### src/rtl/psum_drain_pkg.sv
// Shared widths and drain FSM state encodings for the psum drain path.
package psum_drain_pkg;

    localparam int WORD_WIDTH       = 128;
    localparam int GBUFF_ADDR_WIDTH = 8;

    typedef enum logic [1:0] {
        DRN_IDLE  = 2'd0,
        DRN_RUN   = 2'd1,
        DRN_FLUSH = 2'd2,
        DRN_DONE  = 2'd3
    } drn_state_e;

endpackage

### src/rtl/psum_drain_sync_fifo.sv
// Small synchronous FIFO holding psum words between the PE array and the output buffer.
module sync_fifo #(
    parameter int WIDTH = 128,
    parameter int DEPTH = 4
) (
    input  logic             clk,
    input  logic             rst_n,
    input  logic             push,
    input  logic             pop,
    input  logic [WIDTH-1:0] wdata,
    output logic [WIDTH-1:0] head,
    output logic             full,
    output logic             empty
);
    localparam int AW = $clog2(DEPTH);

    logic [WIDTH-1:0] mem [DEPTH];
    // Pointers carry one extra wrap bit so full and empty are distinguishable.
    logic [AW:0]      wr_ptr;
    logic [AW:0]      rd_ptr;

    always_ff @(posedge clk) begin
        if (!rst_n) begin
            wr_ptr <= '0;
            rd_ptr <= '0;
        end else begin
            if (push) wr_ptr <= wr_ptr + 1'b1;
            if (pop)  rd_ptr <= rd_ptr + 1'b1;
        end
    end

    always_ff @(posedge clk) begin
        if (push) mem[wr_ptr[AW-1:0]] <= wdata;
    end

    assign head  = mem[rd_ptr[AW-1:0]];
    assign empty = (wr_ptr == rd_ptr);
    assign full  = (wr_ptr[AW] != rd_ptr[AW]) && (wr_ptr[AW-1:0] == rd_ptr[AW-1:0]);

endmodule

### src/rtl/psum_drain.sv
// Drains psum words from the PE array into the output global buffer at consecutive addresses.
module psum_drain #(
    parameter int WORD_WIDTH = psum_drain_pkg::WORD_WIDTH,
    parameter int ADDR_WIDTH = psum_drain_pkg::GBUFF_ADDR_WIDTH,
    parameter int CNT_WIDTH  = 8,
    parameter int FIFO_DEPTH = 4
) (
    input  logic                  clk_i,
    input  logic                  rst_ni,
    input  logic                  start_i,
    input  logic [ADDR_WIDTH-1:0] base_addr_i,
    input  logic [CNT_WIDTH-1:0]  num_words_i,
    input  logic [WORD_WIDTH-1:0] wordp_i,
    input  logic                  wordp_valid_i,
    output logic                  gbuff_wr_en_o,
    output logic [ADDR_WIDTH-1:0] gbuff_addr_o,
    output logic [WORD_WIDTH-1:0] gbuff_wdata_o,
    input  logic                  gbuff_ready_i,
    output logic                  busy_o,
    output logic                  done_o,
    output logic                  overflow_o
);
    import psum_drain_pkg::*;

    drn_state_e            state;
    drn_state_e            state_nxt;
    logic [ADDR_WIDTH-1:0] addr_q;
    logic [CNT_WIDTH-1:0]  num_q;
    logic [CNT_WIDTH-1:0]  acc_q;
    logic                  overflow_q;

    logic                  push_req;
    logic                  push;
    logic                  pop;
    logic                  full;
    logic                  empty;
    logic [WORD_WIDTH-1:0] head;

    // A word offered while full is still counted, so a job always terminates.
    assign push_req = wordp_valid_i && (state == DRN_RUN) && (acc_q < num_q);
    assign pop      = !empty && gbuff_ready_i;
    assign push     = push_req && (!full || pop);

    sync_fifo #(
        .WIDTH (WORD_WIDTH),
        .DEPTH (FIFO_DEPTH)
    ) u_fifo (
        .clk   (clk_i),
        .rst_n (rst_ni),
        .push  (push),
        .pop   (pop),
        .wdata (wordp_i),
        .head  (head),
        .full  (full),
        .empty (empty)
    );

    always_comb begin
        state_nxt = state;
        case (state)
            DRN_IDLE: begin
                if (start_i) state_nxt = (num_words_i == '0) ? DRN_DONE : DRN_RUN;
            end
            DRN_RUN: begin
                if (acc_q == num_q) state_nxt = DRN_FLUSH;
            end
            DRN_FLUSH: begin
                if (empty) state_nxt = DRN_DONE;
            end
            DRN_DONE: state_nxt = DRN_IDLE;
            default:  state_nxt = DRN_IDLE;
        endcase
    end

    always_ff @(posedge clk_i) begin
        if (!rst_ni) begin
            state      <= DRN_IDLE;
            addr_q     <= '0;
            num_q      <= '0;
            acc_q      <= '0;
            overflow_q <= 1'b0;
        end else begin
            state <= state_nxt;
            if ((state == DRN_IDLE) && start_i) begin
                addr_q     <= base_addr_i;
                num_q      <= num_words_i;
                acc_q      <= '0;
                overflow_q <= 1'b0;
            end else begin
                if (pop)                      addr_q     <= addr_q + 1'b1;
                if (push_req)                 acc_q      <= acc_q + 1'b1;
                if (push_req && full && !pop) overflow_q <= 1'b1;
            end
        end
    end

    // Data is masked while empty so the write port reads all-zero out of reset.
    assign gbuff_wr_en_o = !empty;
    assign gbuff_addr_o  = addr_q;
    assign gbuff_wdata_o = empty ? '0 : head;
    assign busy_o        = (state != DRN_IDLE);
    assign done_o        = (state == DRN_DONE);
    assign overflow_o    = overflow_q;

endmodule

### config.mk
export PLATFORM = sky130hd
export DESIGN_NAME = psum_drain
export DESIGN_NICKNAME = d
export VERILOG_FILES = /design/src/rtl/psum_drain_pkg.sv /design/src/rtl/psum_drain_sync_fifo.sv /design/src/rtl/psum_drain.sv
export SDC_FILE = /design/constraint.sdc
export NUM_CORES = 1
export LEC_CHECK = 0
export BUFFER_PORTS_ARGS = -buffer_cell sky130_fd_sc_hd__buf_4
export CAP_MARGIN = 20
export CORE_MARGIN = 2
export CORE_UTILIZATION = 57
export DETAILED_ROUTE_END_ITERATION = 16
export GPL_TIMING_DRIVEN = 0
export HOLD_SLACK_MARGIN = 0.15
export PLACE_DENSITY = 0.79
export SETUP_SLACK_MARGIN = 0.1
export SYNTH_ARGS = -nofsm -noshare
export SYNTH_HDL_FRONTEND = slang
export SYNTH_SLANG_ARGS = --single-unit
### constraint.sdc
create_clock -name clk_i -period 6.3 [get_ports clk_i]
set_clock_uncertainty 0.05 [all_clocks]
set_input_delay 0.63 -clock clk_i [delete_from_list [all_inputs] [get_ports clk_i]]
set_output_delay 0.63 -clock clk_i [all_outputs]
set_load 0.05 [all_outputs]
==> metrics <==
die height 197 µm; Num CTS Buffers 53; total power between 10 and 15 mW; initial antenna violation count 2; cts repair resizes 0; DRT iter0 DRCs 569; Min-Delay Path Depth 1; register area 16100 µm²; Final Critical Period 3.70 ns; syn nets 1213; number of library cell types mapped by synthesis 43; Post-Synth XOR/XNOR Area less than 1%; vias 11000; slowest cell on the critical path clkbuf_1; CTS max path bufs 3; pin count of the biggest net entering global routing 58; most used cell along the critical path clkbuf_1; Initial Util 57.9%; core footprint 36700 µm²; Leak Pwr 9.12 nW; Clock Sinks 547; max-slew violations 0; FF-to-FF End u_fifo.mem[0][103]$_DFFE_PP_; f_max 270 MHz; Synth Area in Adders under 10%; Cells after Synth 1044; Core Rows 70; post-placement cell count 1807; clock root cell clkbuf_16; grt total ovfl 0; Avg Cell Area, Syn 20.4 µm²; crit path kind flop to output pin; area of the multi-input gates 4880 µm²; Final Setup Violations 0; Required @ worst endpoint about 5.6 ns; CP top delay family buffers and inverters; Reg2Reg Depth 9; Die W 197 µm; clk_lat worst skew around 0.6 ns; CP Cell Sequence clkbuf_1 -> clkbuf_1 -> mux4_2 -> and2_1 -> buf_4; drc violations 0; cell area after synthesis 21200 µm²; Peak VDD IR 0.313 mV; vias in the first global route 11700; pre-CTS setup slack about 3.0 ns; Final nets 1607; # H-tree levels 2; drt pass-1 iters 5; outcome completed; PwrDens 389 nW/µm²; post-DP HPWL 28.0 mm; filler cell count 2155; hold crit path type input port to flop; post-synthesis sequential area ratio 75.7%; Synth Area in Simple Gates 5.93%; Hold Slack 0.180 ns; setup slack after layout approximately 2.6 ns; fin crit share 58.7%; path length in cells of the critical path 5; Yosys reg bits ~550; non-filler instance count after layout 1948; WL final ~44 mm; I/O pin count 289; RSZ-0062 raised after global routing false; CTS tree yes; R2R Setup Slk 3.04 ns; WL/cell approximately 22 µm; relative slew slack 38.2%; worst endpoint data arrival time 3.02 ns; final core utilization 71.8%; synth-to-layout area growth 24.0%; Critical Path Start Type flop; Routed Antenna Nets 0; Tot GR Track Use 23.0%; Crit path largest cell delay 0.70 ns; critical path peak fanout 10; die area 38800 µm²; hold_sp wordp_i[69]; hold endpoint u_fifo.mem[2][69]$_DFFE_PP_; post-route cell area roughly 26000 µm²; setup_tns 0 ns; post-synthesis mux area share 13.8%; first-pass GRT wire length 66.4 mm; ratio of cells with drive above 1 in the final layout a little over a third; count of final hold-check violations 0; Buf+Inv Stages, Crit Path 3; R2R Path Start acc_q[1]$_SDFFE_PP0P_; Max Cap Viol 0; CTS clk-pin slew, worst paths 0.06 ns; GPL Wtd Cong 0.788; post-synthesis compound-gate area fraction 1.53%; yosys warns 0; port bufs 287; Worst Max-Slew Pin Slew 0.927 ns; CP Capture Type output pin; largest family of logic cells by synthesized area multiplexers; dpl cell area around 24000 µm²; drt via density 5.65
cell usage in the layout (no fill, tap or decap), types with 3 or more instances in the layout:
| cell | Yosys | routed |
|---|---|---|
| a21boi_0 | 8 | 8 |
| a21oi_1 | 18 | 18 |
| and2_1 | 136 | 133 |
| and2_4 | 0 | 3 |
| and3_1 | 3 | 3 |
| buf_16 | 0 | 8 |
| buf_2 | 26 | 26 |
| buf_4 | 2 | 289 |
| bufinv_16 | 0 | 5 |
| clkbuf_1 | 22 | 38 |
| clkbuf_16 | 0 | 53 |
| clkinv_1 | 0 | 9 |
| clkinv_2 | 0 | 4 |
| dfxtp_1 | 35 | 35 |
| diode_2 | 0 | 3 |
| dlygate4sd3_1 | 0 | 44 |
| edfxtp_1 | 512 | 512 |
| ha_1 | 20 | 20 |
| inv_1 | 14 | 14 |
| mux2i_1 | 5 | 5 |
| mux4_2 | 128 | 128 |
| nand2_1 | 34 | 34 |
| nand3_1 | 9 | 9 |
| nand4_1 | 8 | 8 |
| nor2_1 | 3 | 3 |
| o21ai_0 | 18 | 18 |
| or3_1 | 4 | 4 |
| xnor2_1 | 9 | 9 |
| xor2_1 | 3 | 3 |
registers in the layout, indices dropped and copies added, names as in the netlist, named ones only:
name and count:
u_fifo.mem 512, u_fifo.rd_ptr 3, u_fifo.wr_ptr 3, state 2
acc_q 8, gbuff_addr_o 8, overflow_o 1, num_q 8
kinds of logic (layout without fill, tap and decap cells):
| logic type | after synthesis | count (layout) |
|---|---|---|
| mux | 133 | 133 |
| other cells | 0 | 3 |
| buf+inv | 67 | 500 |
| simple gates | 211 | 211 |
| xor+xnor | 12 | 12 |
| fa+ha+maj | 20 | 20 |
| compound gates | 54 | 54 |
| flops | 547 | 547 |
repair_timing:
action | CTS | global route
endpoints found under the setup margin | 0 | 0
hold endpoints to repair | 150 | 1
hold buffers | 43 | 1
buffers inserted | 0 | 0
worst max path at each step:
stage                               start                      endpoint  slack (ns)
global placement            wordp_valid_i   u_fifo.mem[2][98]$_DFFE_PP_       -1.07
detailed placement  acc_q[1]$_SDFFE_PP0P_  u_fifo.mem[0][103]$_DFFE_PP_        3.04
global route                         flop             gbuff_wdata_o[27]        2.44
finish                               flop             gbuff_wdata_o[27]        2.60
floorplan           num_q[5]$_SDFFE_PN0P_    u_fifo.mem[0][0]$_DFFE_PP_        1.35
CTS                                  flop             gbuff_wdata_o[27]        2.49
report_power, final:
part           switching, mW  total (mW)  internal [mW]
combinational           1.90        2.96           1.05
clock                   1.28        3.06           1.78
sequential            0.0619        4.23           4.16
synth_stat cells, drive strengths merged:
library cell,n,area (µm²)
edfxtp,512,15400
and3b,1,8.76
xnor2,9,78.8
buf,30,160
and4bb,1,12.5
nor4b,1,23.8
o31a,1,8.76
nor2,3,11.3
mux4,128,2880
and4,1,8.76
o211a,1,10.0
nand3,9,45.0
o31ai,1,7.51
o21ai,18,90.1
mux2i,5,50.1
nand2b,1,6.26
nand4,8,50.1
nor4,3,33.8
dfxtp,35,701
a21oi,19,98.9
inv,15,56.3
a21o,1,7.51
o21a,2,15.0
a21boi,9,67.6
and3,3,18.8
clkbuf,22,82.6
nor3,2,10.0
or4,2,15.0
nor2b,2,12.5
nand2,34,128
or3,4,25.0
xor2,3,26.3
and2,136,851
o211ai,2,20.0
ha,20,250
final cells by class:
type	count	area share (%)
Sequential cell	547	61.0
Multi-Input combinational cell	430	18.5
Timing Repair Buffer	339	10.7
Clock buffer	71	5.37
Tap cell	468	2.22
Clock inverter	23	0.979
Buffer	52	0.922
Inverter	15	0.214
Antenna cell	3	0.0285
metal layers:
layer	share of wire, %	vias to the layer above	wire [µm]	GRT usage, %
li1	-	4959	-	-
met1	39	5650	17100	29.0
met2	52	311	22600	39.1
met3	6.7	77	2930	6.30
met4	2.6	0	1160	7.63
met5	0	-	0	0
(Power assumes the default switching activity.)
